### config.mk
export PLATFORM = sky130hd
export DESIGN_NAME = imm_pack
export DESIGN_NICKNAME = d
export VERILOG_FILES = /design/src/rtl/imm_pack.sv
export SDC_FILE = /design/constraint.sdc
export NUM_CORES = 1
export LEC_CHECK = 0
export CORE_ASPECT_RATIO = 0.6
export CORE_MARGIN = 2
export CORE_UTILIZATION = 30
export DETAILED_ROUTE_END_ITERATION = 8
export SLEW_MARGIN = 5
export SYNTH_ARGS = -nofsm -noshare
export SYNTH_HDL_FRONTEND = slang
export SYNTH_SLANG_ARGS = --single-unit
### constraint.sdc
create_clock -name clk -period 5.4 [get_ports clk]
set_input_delay 1.08 -clock clk [delete_from_list [all_inputs] [get_ports clk]]
set_output_delay 1.08 -clock clk [all_outputs]
set_load 0.01 [all_outputs]
### src/rtl/imm_pack.sv
// Finds the 16-bit immediate and extender mode that reproduce a 32-bit constant,
// testing one mode per cycle and falling back to a lui/ori split when none fits.
module imm_pack #(
    parameter bit SKIP_SHIFT = 1'b0
) (
    input  logic        clk,
    input  logic        reset,
    input  logic        in_valid,
    output logic        in_ready,
    input  logic [31:0] value,
    output logic        out_valid,
    input  logic        out_ready,
    output logic [15:0] imm,
    output logic [1:0]  EOp,
    output logic        split,
    output logic [15:0] imm_hi
);

    typedef enum logic [1:0] {IDLE, CHECK, DONE} state_t;

    localparam logic [1:0] LAST_MODE = SKIP_SHIFT ? 2'd2 : 2'd3;

    state_t      state_q, state_d;
    logic [1:0]  mode_q, mode_d;
    logic [31:0] val_q, val_d;
    logic        out_valid_q, out_valid_d;
    logic [15:0] imm_q, imm_d;
    logic [1:0]  eop_q, eop_d;
    logic        split_q, split_d;
    logic [15:0] imm_hi_q, imm_hi_d;

    logic [3:0]  hit;
    logic [15:0] cand_imm;

    // Each bit says whether the extender in that mode can rebuild val_q exactly.
    always_comb begin
        hit[0] = (&val_q[31:15]) | ~(|val_q[31:15]);
        hit[1] = ~(|val_q[31:16]);
        hit[2] = ~(|val_q[15:0]);
        hit[3] = ~(|val_q[1:0]) & ((&val_q[31:17]) | ~(|val_q[31:17]));
    end

    always_comb begin
        case (mode_q)
            2'd2:    cand_imm = val_q[31:16];
            2'd3:    cand_imm = val_q[17:2];
            default: cand_imm = val_q[15:0];
        endcase
    end

    always_comb begin
        state_d     = state_q;
        mode_d      = mode_q;
        val_d       = val_q;
        out_valid_d = out_valid_q;
        imm_d       = imm_q;
        eop_d       = eop_q;
        split_d     = split_q;
        imm_hi_d    = imm_hi_q;
        case (state_q)
            IDLE: begin
                if (in_valid) begin
                    val_d   = value;
                    mode_d  = 2'd0;
                    state_d = CHECK;
                end
            end
            CHECK: begin
                if (hit[mode_q]) begin
                    imm_d       = cand_imm;
                    eop_d       = mode_q;
                    split_d     = 1'b0;
                    imm_hi_d    = 16'h0000;
                    out_valid_d = 1'b1;
                    state_d     = DONE;
                end else if (mode_q == LAST_MODE) begin
                    imm_d       = val_q[15:0];
                    eop_d       = 2'b01;
                    split_d     = 1'b1;
                    imm_hi_d    = val_q[31:16];
                    out_valid_d = 1'b1;
                    state_d     = DONE;
                end else begin
                    mode_d = mode_q + 2'd1;
                end
            end
            DONE: begin
                if (out_ready) begin
                    out_valid_d = 1'b0;
                    state_d     = IDLE;
                end
            end
            default: state_d = IDLE;
        endcase
    end

    always_ff @(posedge clk or negedge reset) begin
        if (!reset) begin
            state_q     <= IDLE;
            mode_q      <= 2'd0;
            val_q       <= 32'h0;
            out_valid_q <= 1'b0;
            imm_q       <= 16'h0;
            eop_q       <= 2'b00;
            split_q     <= 1'b0;
            imm_hi_q    <= 16'h0;
        end else begin
            state_q     <= state_d;
            mode_q      <= mode_d;
            val_q       <= val_d;
            out_valid_q <= out_valid_d;
            imm_q       <= imm_d;
            eop_q       <= eop_d;
            split_q     <= split_d;
            imm_hi_q    <= imm_hi_d;
        end
    end

    assign in_ready  = (state_q == IDLE);
    assign out_valid = out_valid_q;
    assign imm       = imm_q;
    assign EOp       = eop_q;
    assign split     = split_q;
    assign imm_hi    = imm_hi_q;

endmodule
==> out/results.ini <==
[route]
drt_wl_total_mm = 8.45
ant_nets = 0
viasPerCell = 4.85
post_drt_wl_per_cell_um = 16.1
drtIter0Drc = 186
vias = 2547
firstDrtPassIters = 4
drc_errors = 0

[sta]
setup_violations = 0
slew_violations = 0
tightest_slew_ns = 1.26
tns_ns = 0
hold_violations = 0
fmax_mhz = 365
post-route-min-period_ns = 2.74
min_period_over_period = 0.507
relSlewSlack = 0.155
finClkSkew_ns = 0.00487
grt_setup_unrepaired = no

[clock_tree]
cts_resized = 0
clk_pin_slew_worst_paths_ns = 0.05
htreeDepth = 3
numCtsBuffers = 9
cts_tree = done
clk_latency_ns = 0.33
cts_sinks = 72
clockBufferDepth = 2
hold_buffers = 0
clockRootBuffer = clkbuf_16
post_cts_buffers = 0

[placement]
dpl.cell_count = 509
io_buffers = 72
gp_congestion = 0.824
place_area_um2 = 3950
hpwl_mm = 5.83

[cells_and_area]
instances_no_fill = 525
area_growth_pct = 34.1
nets = 423
drive_above_1_share = 0.0590
antenna_cells = 0
fin_area_um2 = 4240

[global_route]
grt_pass1_wl_mm = 13.6
grt_max_degree = 73
grt_pass1_vias = 2532
gr-usage-all-layers = 0.157
overflow = 0
antenna_found_initial = 0

[die]
fp.coreArea_um2 = 10100
dieHeight_um = 83.5
io_pins = 73
start_util = 0.314
rows = 28
die_w_um = 137
dieArea_um2 = 11400

[worst_setup_path]
crit_fanout = 33
slowest_delay_ns = 0.93
crit_chain = nor4_1 -> nand4_1 -> a311oi_4 -> o31a_1 -> nor2_1 -> a21oi_1
worstPathArrival_ns = 3.00
cp-end-kind = flop
critPathSlowestCell = o31a_1
startpoint_type = flop
crit_type = flop to flop
worstPathRequired_ns = 5.66

[outcome]
status = complete, no violations

[synth]
synth_area_um2 = 3160
yosysWarnings = 0
netlist_instances = 321
synth_cell_types = 35
ys_seq_area_frac = 0.570
syn-num-nets = 359
ys_ff_latch = 72
syn_avg_cell_area_um2 = 9.85

[pwr]
vdd_drop_max_v = 0.000197
power.leakage_uw = 0.00192
power_uw = 2630
power_density_nw_per_um2 = 620

[job]
max-cap-violations = 0

[worst_hold_path]
hold_path_class = flop to flop

==> worst max-delay path: cells and delay by family, from the launching register on <==
family	cells	cell delay, ns
flip-flops	1	0.43
AO/OA/AOI/OAI	3	1.48
AND/OR/NAND/NOR	3	0.76
==> placed cells by master, fill, tap and decap left out, types with 2 or more instances in the layout <==
cell / n
nand2_1: 103
dfrtp_1: 72
clkdlybuf4s50_1: 71
a22o_1: 33
nor2_1: 20
a21oi_1: 20
a22oi_1: 16
clkbuf_16: 9
nor4_1: 6
nand4_1: 4
clkinv_2: 3
clkbuf_8: 3
inv_1: 2
nor2b_1: 2
mux2i_1: 2
ha_1: 2
==> area by class of cell <==
class | instances | area [µm²]
repair buffers | 73 | 723
well taps | 135 | 169
flip-flops and latches | 72 | 1800
fillers | 974 | 5820
clock inverters | 3 | 15.0
multi-input cells | 227 | 1250
clock buffers | 13 | 270
inverters | 2 | 7.51
==> final timing paths <==
kind	cells after the start	end	from	slack (ns)
setup / recovery	6	imm[0]	val_q[27]	2.66
hold / removal	1	imm_hi[4]	imm_hi[4]	0.50
setup reg to reg	6	imm[0]	val_q[27]	2.66
hold reg to reg	1	imm_hi[4]	imm_hi[4]	0.50
max in group asynchronous	2	val_q[28]	reset	3.87
min in group asynchronous	2	out_valid	reset	0.95
==> through the flow <==
stage | hold WS (ns) | utilization | setup slack [ns]
floorplan | 0.469 | - | 3.28
global placement | 0.491 | 0.393 | 2.53
detailed placement | 0.492 | 0.393 | 2.49
CTS | 0.506 | 0.422 | 2.65
global route | 0.531 | 0.422 | 2.37
finish | 0.496 | 0.422 | 2.66
==> power breakdown <==
part           switching (µW)  total (µW)  internal [µW]
Combinational             507        1010            507
Sequential                263        1060            792
Clock                     215         561            346
Total                     985        2630           1640
==> sequential cells by signal, summed over array words and instances (netlist names) <==
signal,flops
imm_hi,16
val_q,32
imm,16
state_q,2
out_valid,1
split,1
EOp,2
mode_q,2
==> synthesized netlist by cell type <==
library cell / n / area (µm²)
nor2_1: 20 / 75.1
mux2i_1: 2 / 20.0
inv_1: 2 / 7.51
o22ai_2: 1 / 12.5
o21bai_1: 1 / 7.51
or3b_1: 1 / 8.76
buf_6: 2 / 22.5
o22ai_1: 1 / 6.26
nor2_2: 1 / 6.26
buf_2: 4 / 20.0
or4_4: 1 / 11.3
nand3_1: 1 / 5.00
nor3_1: 1 / 5.00
and2_1: 1 / 6.26
dfrtp_1: 72 / 1800
nor2b_1: 2 / 12.5
a22o_1: 33 / 289
a311oi_4: 1 / 26.3
or2_4: 1 / 8.76
clkbuf_1: 13 / 48.8
nand2b_1: 1 / 6.26
nand3b_1: 1 / 7.51
or3_1: 1 / 6.26
nor4_1: 6 / 37.5
nand4_1: 4 / 25.0
o21ai_2: 1 / 8.76
a22oi_1: 16 / 120
ha_1: 2 / 25.0
o21ai_1: 1 / 5.00
buf_4: 1 / 7.51
o31a_1: 1 / 8.76
a21oi_1: 20 / 100
a41oi_1: 1 / 8.76
nand2_1: 103 / 387
a31oi_1: 1 / 6.26
==> per-layer routing <==
layer	wire, µm	vias to the layer above	track usage
met5	0	-	0
li1	-	1254	-
met3	641	9	0.0534
met4	101	0	0.0483
met2	3400	71	0.202
met1	4310	1213	0.242
==> cells by family after synthesis <==
| kind of cell | after synthesis | share of synthesized area |
|---|---|---|
| AO/OA/AOI/OAI | 78 | 0.190 |
| multiplexers | 2 | 0.00633 |
| flip-flops | 72 | 0.570 |
| adder cells (fa/ha/maj) | 2 | 0.00792 |
| buffers and inverters | 22 | 0.0337 |
| AND/OR/NAND/NOR | 145 | 0.192 |
Note: power is estimated with default switching activity, not from simulation.
